`config.mk`:
```
export PLATFORM = sky130hd
export DESIGN_NAME = ram_port_arbiter
export DESIGN_NICKNAME = d
export VERILOG_FILES = /design/src/rtl/ram_port_arbiter.sv
export SDC_FILE = /design/constraint.sdc
export NUM_CORES = 1
export LEC_CHECK = 0
export CAP_MARGIN = 20
export CORE_UTILIZATION = 44
export CTS_CLUSTER_DIAMETER = 50
export DETAILED_ROUTE_END_ITERATION = 8
export HOLD_SLACK_MARGIN = 0.03
export PLACE_DENSITY = 0.83
export REMOVE_ABC_BUFFERS = 1
export SETUP_SLACK_MARGIN = 0.15
export SLEW_MARGIN = 20
export SYNTH_ARGS = -nofsm -noshare
export SYNTH_HDL_FRONTEND = slang
export SYNTH_SLANG_ARGS = --single-unit
```
`constraint.sdc`:
```
create_clock -name clk -period 2 [get_ports clk]
set_input_delay 0.3 -clock clk [delete_from_list [all_inputs] [get_ports clk]]
set_output_delay 0.3 -clock clk [all_outputs]
set_load 0.03 [all_outputs]
```
`src/rtl/ram_port_arbiter.sv`:
```
// Round-robin arbiter sharing one synchronous RAM port between the CPU
// memory path and a debug/loader port; one access in flight at a time.
module ram_port_arbiter #(
   parameter int ADDR_W = 8,
   parameter int DATA_W = 16
) (
   input  logic              clk,
   input  logic              reset,
   input  logic              cpu_req,
   input  logic              cpu_we,
   input  logic [ADDR_W-1:0] cpu_addr,
   input  logic [DATA_W-1:0] cpu_wdata,
   output logic              cpu_ack,
   output logic [DATA_W-1:0] cpu_rdata,
   input  logic              dbg_req,
   input  logic              dbg_we,
   input  logic [ADDR_W-1:0] dbg_addr,
   input  logic [DATA_W-1:0] dbg_wdata,
   output logic              dbg_ack,
   output logic [DATA_W-1:0] dbg_rdata,
   output logic [ADDR_W-1:0] ram_addr,
   output logic              ram_r_en,
   output logic              ram_w_en,
   output logic [DATA_W-1:0] ram_wdata,
   input  logic [DATA_W-1:0] ram_rdata,
   output logic              busy,
   output logic              owner
);

   typedef enum logic [1:0] {
      IDLE,
      ACCESS,
      RESP
   } state_t;

   state_t            state_q, state_d;
   logic              owner_q, owner_d;
   logic              we_q, we_d;
   logic [ADDR_W-1:0] addr_q, addr_d;
   logic [DATA_W-1:0] wdata_q, wdata_d;
   logic              r_en_q, r_en_d;
   logic              w_en_q, w_en_d;
   logic              cpu_ack_q, cpu_ack_d;
   logic              dbg_ack_q, dbg_ack_d;
   logic [DATA_W-1:0] cpu_rd_q, cpu_rd_d;
   logic [DATA_W-1:0] dbg_rd_q, dbg_rd_d;
   logic              gnt_dbg;

   // On a tie the requester opposite the last owner wins
   assign gnt_dbg = dbg_req & (~cpu_req | ~owner_q);

   always_comb begin
      state_d   = state_q;
      owner_d   = owner_q;
      we_d      = we_q;
      addr_d    = addr_q;
      wdata_d   = wdata_q;
      r_en_d    = 1'b0;
      w_en_d    = 1'b0;
      cpu_ack_d = 1'b0;
      dbg_ack_d = 1'b0;
      cpu_rd_d  = cpu_rd_q;
      dbg_rd_d  = dbg_rd_q;
      unique case (state_q)
         IDLE: begin
            if (cpu_req || dbg_req) begin
               owner_d = gnt_dbg;
               we_d    = gnt_dbg ? dbg_we    : cpu_we;
               addr_d  = gnt_dbg ? dbg_addr  : cpu_addr;
               wdata_d = gnt_dbg ? dbg_wdata : cpu_wdata;
               r_en_d  = ~we_d;
               w_en_d  = we_d;
               state_d = ACCESS;
            end
         end
         ACCESS: begin
            cpu_ack_d = ~owner_q;
            dbg_ack_d = owner_q;
            state_d   = RESP;
         end
         RESP: begin
            if (!we_q) begin
               if (owner_q) dbg_rd_d = ram_rdata;
               else         cpu_rd_d = ram_rdata;
            end
            state_d = IDLE;
         end
         default: state_d = IDLE;
      endcase
   end

   always_ff @(posedge clk or posedge reset) begin
      if (reset) begin
         state_q   <= IDLE;
         owner_q   <= 1'b1;
         we_q      <= 1'b0;
         addr_q    <= '0;
         wdata_q   <= '0;
         r_en_q    <= 1'b0;
         w_en_q    <= 1'b0;
         cpu_ack_q <= 1'b0;
         dbg_ack_q <= 1'b0;
         cpu_rd_q  <= '0;
         dbg_rd_q  <= '0;
      end else begin
         state_q   <= state_d;
         owner_q   <= owner_d;
         we_q      <= we_d;
         addr_q    <= addr_d;
         wdata_q   <= wdata_d;
         r_en_q    <= r_en_d;
         w_en_q    <= w_en_d;
         cpu_ack_q <= cpu_ack_d;
         dbg_ack_q <= dbg_ack_d;
         cpu_rd_q  <= cpu_rd_d;
         dbg_rd_q  <= dbg_rd_d;
      end
   end

   // RAM data arrives during RESP, so read data bypasses the holding register
   assign cpu_rdata = (cpu_ack_q && !we_q) ? ram_rdata : cpu_rd_q;
   assign dbg_rdata = (dbg_ack_q && !we_q) ? ram_rdata : dbg_rd_q;
   assign cpu_ack   = cpu_ack_q;
   assign dbg_ack   = dbg_ack_q;
   assign ram_addr  = addr_q;
   assign ram_wdata = wdata_q;
   assign ram_r_en  = r_en_q;
   assign ram_w_en  = w_en_q;
   assign busy      = (state_q != IDLE);
   assign owner     = owner_q;

endmodule

```
Yosys cells after proc, flatten, opt, wreduce, memory -nomap -nowiden
Cells that the tools add are included.

Output and inout bits: 62. Input port bits: 70. Bits in registers: 64. Word-level logic and storage cells: 42.

Equal/unequal tests: 3. Bitwise operators: 6. Multiplexer cells: 13. Reduce and logical (&&, ||, !) cells: 9.

Operator list (number): $mux W16 (3); $mux W8 (1); $mux W1 (7); $reduce_and A3 Y1 (2); $not A1 Y1 (4); $pmux W2 S2 (1); $eq A2 B1 Y1 const B (1); $eq A2 B2 Y1 const B (1); $logic_and A1 B1 Y1 (2); $logic_not A2 Y1 (1); $mux W2 (1); $ne A2 B2 Y1 const B (1); $reduce_and A2 Y1 (1); $reduce_bool A2 Y1 (1); $and A1 B1 Y1 (1); $logic_not A1 Y1 (1); $logic_or A1 B1 Y1 (1); $or A1 B1 Y1 (1).

Logic depth before layout (Yosys ltp)
Depth after elaboration: 7. Gate-level depth with buffers: 5.

Worst setup path before layout
OpenSTA, ideal clock, no wires.

Path type: reg-to-output. From: register dbg_ack_q (netlist: dbg_ack). To: output dbg_rdata[10]. Slack: 0.116 ns. Path buffers: 2. Required time: 1.700 ns. Arrival time: 1.584 ns. Stages on the path, launching flop included: 5. Cell sequence: dfrtp_1 nor2b_1 clkbuf_1 buf_2 mux2_2.

Word-level cells in the longest chain between the ends: 2.

Ends and longest elaborated chain: start: declaration (line 44) `logic dbg_ack_q, dbg_ack_d;`; start signal: assignment (line 114) `dbg_ack_q <= dbg_ack_d;`; $logic_and A1 B1 Y1 (line 122) `assign dbg_rdata = (dbg_ack_q && !we_q) ? ram_rdata : dbg_rd_q;`; $mux W16 (line 122); end: declaration (line 20) `output logic [DATA_W-1:0] dbg_rdata,`.

Every way passes these cells.

Worst setup path in the final report
From: register we_q. To: output cpu_rdata[15].

Word-level cells in the longest chain between the ends: 3.

Ends and longest elaborated chain: start: declaration (line 38) `logic we_q, we_d;`; start signal: assignment (line 108) `we_q <= we_d;`; $logic_not A1 Y1 (line 121) `assign cpu_rdata = (cpu_ack_q && !we_q) ? ram_rdata : cpu_rd_q;`; $logic_and A1 B1 Y1 (line 121); $mux W16 (line 121); end: declaration (line 14) `output logic [DATA_W-1:0] cpu_rdata,`.

Every way passes these cells.

==> flow_summary_export.csv <==
group,metric,value,unit
run_status,status,"complete, no violations",
place,pre_cts_slack,-11.6,ps
global_routing,grt_start_max_net_pins,65,
sta,tightestPinTransition,340,ps
clock_tree,cts_hold_buf,0,
route,wl_per_cell,16.1,um
critical_path,cp-startpoint,"we_q",
clock_tree,htree_levels,3,
power_and_ir_drop,power.density,1710,mW/mm2
critical_path,crit_arrival,1680,ps
sta,tns,0,ps
place,dp_hpwl,5.04,mm
critical_path,r2r_cells,4,
logic_synthesis,ys_ff_latch,64,
logic_synthesis,yosysWarnings,0,
cells_and_area,area_growth,60.0,%
global_routing,gr-total-overflow,0,
route,drcViolationCount,0,
die,initial_core_util,0.453,
route,antenna_left,0,
cells_and_area,nets,434,
cells_and_area,final_cell_area,0.00523,mm2
power_and_ir_drop,ir_drop,777,uV
route,vias,2262,
global_routing,grt_usage,0.199,
place,gp_congestion,0.714,
sta,skew,11.5,ps
critical_path,crit_fanout,5,
route,routed_wl,7.54,mm
critical_path,max_stage_delay,410,ps
sta,setup_viol,0,
die,die_y,88.2,um
place,io_buffers,131,
cells_and_area,drive_gt1_frac,0.531,
logic_synthesis,synth_edf_count,0,
power_and_ir_drop,p_leak,2.37,nW
route,dr.pass1.iters,4,
die,rows,31,
logic_synthesis,seq_area_frac_synth,0.490,
global_routing,grt_pass1_wl,11.6,mm
critical_path,r2r_slack,230,ps
clock_tree,cts_tree,"yes",
clock_tree,clk_pin_slew,70,ps
logic_synthesis,synth-async-reset-ratio,1.00,
global_routing,grt_pass1_vias,2337,
sta,clock.fmax,0.506,GHz
critical_path,path_common_cell,"buf_6",
logic_synthesis,yosys.cell_types.count,25,
critical_path,cp-endpoint,"cpu_rdata[15]",
flow_run,cap_violations,0,
logic_synthesis,syn_inst,207,
clock_tree,cts_max_path_buffers,2,
die,num_io_pins,132,
die,coreArea,0.00721,mm2
sta,finalHoldViolCount,0,
sta,slew-limit-headroom,0.773,
critical_path,worstSetupPathType,"register to primary output",
logic_synthesis,avgSynthCellArea,15.8,um2
clock_tree,clkSinkCount,64,
sta,drv_slew,0,
critical_path,crit_chain,"buf_6 -> inv_4 -> nand2_4 -> buf_12 -> buf_6 -> mux2_4 -> buf_6",
cells_and_area,fin_cells,468,
critical_path,cp-start-kind,"register",
critical_path,critPathCaptureType,"primary output",
place,place_inst,435,
route,drtIter0Drc,36,
global_routing,antenna_found_initial,0,
clock_tree,numCtsBuffers,9,
sta,setup_slack,22.1,ps
critical_path,timing.rr.start,"owner",
hold_path,min_path_type,"primary input to async pin",
place,placed_cell_area,0.00474,mm2
critical_path,cp_slowest_cell,"dfrtp_1",
clock_tree,root_buffer,"clkbuf_8",
die,die_w,88.2,um
logic_synthesis,syn_area,0.00327,mm2
critical_path,worstPathRequired,1700,ps
critical_path,r2r_end,"ram_wdata[10]",
sta,finalCritPeriodShare,0.989,
die,die_area,0.00778,mm2
power_and_ir_drop,totalPowerFinal,8.93,mW
logic_synthesis,synth_flop_cell,"dfrtp_1",
sta,grt_setup_unrepaired,"yes",
sta,final.min_clock_period,1980,ps
route,viasPerCell,4.83,
clock_tree,clk_latency,330,ps
cells_and_area,num_antenna_cells,0,
[cell usage after synthesis (2+ instances only)]
library cell	count	area (um2)
mux2_2	76	856
nor2b_1	2	12.5
dfrtp_1	63	1580
inv_1	2	7.51
buf_12	2	40.0
mux2_4	36	541
buf_2	5	25.0
buf_6	3	33.8
mux2i_1	2	20.0
[routing by layer]
layer | wire, um | up-vias | global-route usage
li1 | - | 1061 | -
met1 | 3170 | 1085 | 0.250
met2 | 3620 | 110 | 0.322
met3 | 696 | 6 | 0.0792
met4 | 53 | 0 | 0.0484
met5 | 0 | - | 0
[cell type report]
| class | instances | area (um2) |
|---|---|---|
| clock buffer | 12 | 145 |
| sequential | 64 | 1600 |
| clock inverter | 4 | 45.0 |
| multi-input combinational | 129 | 1630 |
| timing repair buffer | 158 | 1680 |
| fill | 475 | 1980 |
| tap | 99 | 124 |
| inverter | 2 | 10.0 |
[through the flow]
stage                     hold WS, ps   util
final                             363  0.725
after detailed placement          491  0.657
after global placement            483  0.657
after floorplan                   449      -
after CTS                         372  0.717
after global routing              417  0.725
[cells in the final DEF, fill, tap and decap left out, types with 2 or more instances in the layout]
cell type,count
buf_12,7
buf_4,14
buf_6,36
clkbuf_1,2
clkbuf_8,10
clkdlybuf4s50_1,97
clkinv_2,3
dfrtp_1,63
mux2_2,59
mux2_4,53
mux2i_1,2
[worst max-delay path, delay by kind of cell (launching register included)]
kind	cells	cell delay [ps]
buffers and inverters	5	570
DFF	1	410
muxes	1	300
and+or+nand+nor	1	60
[cell families (layout without fill, tap and decap cells)]
logic type	Yosys count	after routing	share of synthesized area
flops	64	64	0.490
compound gates	3	3	0.00689
simple gates	12	12	0.0337
buf+inv	14	176	0.0360
mux	114	114	0.433
[worst min-delay path by stage]
stage                               to  slack [ps]  depth (start not counted)
final                      dbg_rd_q[7]         360                          3
after global routing       cpu_rd_q[9]         420                          3
after CTS                 dbg_rd_q[13]         370                          3
after detailed placement  cpu_rd_q[10]         490                          1
after global placement    cpu_rd_q[11]         480                          1
after floorplan             state_q[1]         450                          1
[where the power goes]
part | internal (mW) | leakage, nW | switching (mW)
Clock | 0.605 | 0.100 | 0.478
Combinational | 2.95 | 1.50 | 2.57
Sequential | 1.94 | 0.769 | 0.375
[flip-flops by register name, summed over array words and instances (netlist names)]
name / cells
state_q: 2
ram_wdata: 16
cpu_ack: 1
dbg_rd_q: 16
ram_w_en: 1
ram_r_en: 1
we_q: 1
cpu_rd_q: 16
ram_addr: 8
dbg_ack: 1
owner: 1
[what timing repair did]
item                       in CTS  in global routing
setup endpoints to repair      34                 34
cloned                          1                  0
gates resized for setup       235                 12
setup buffers                  10                  6
No activity file was read; power rests on OpenSTA's default activity.
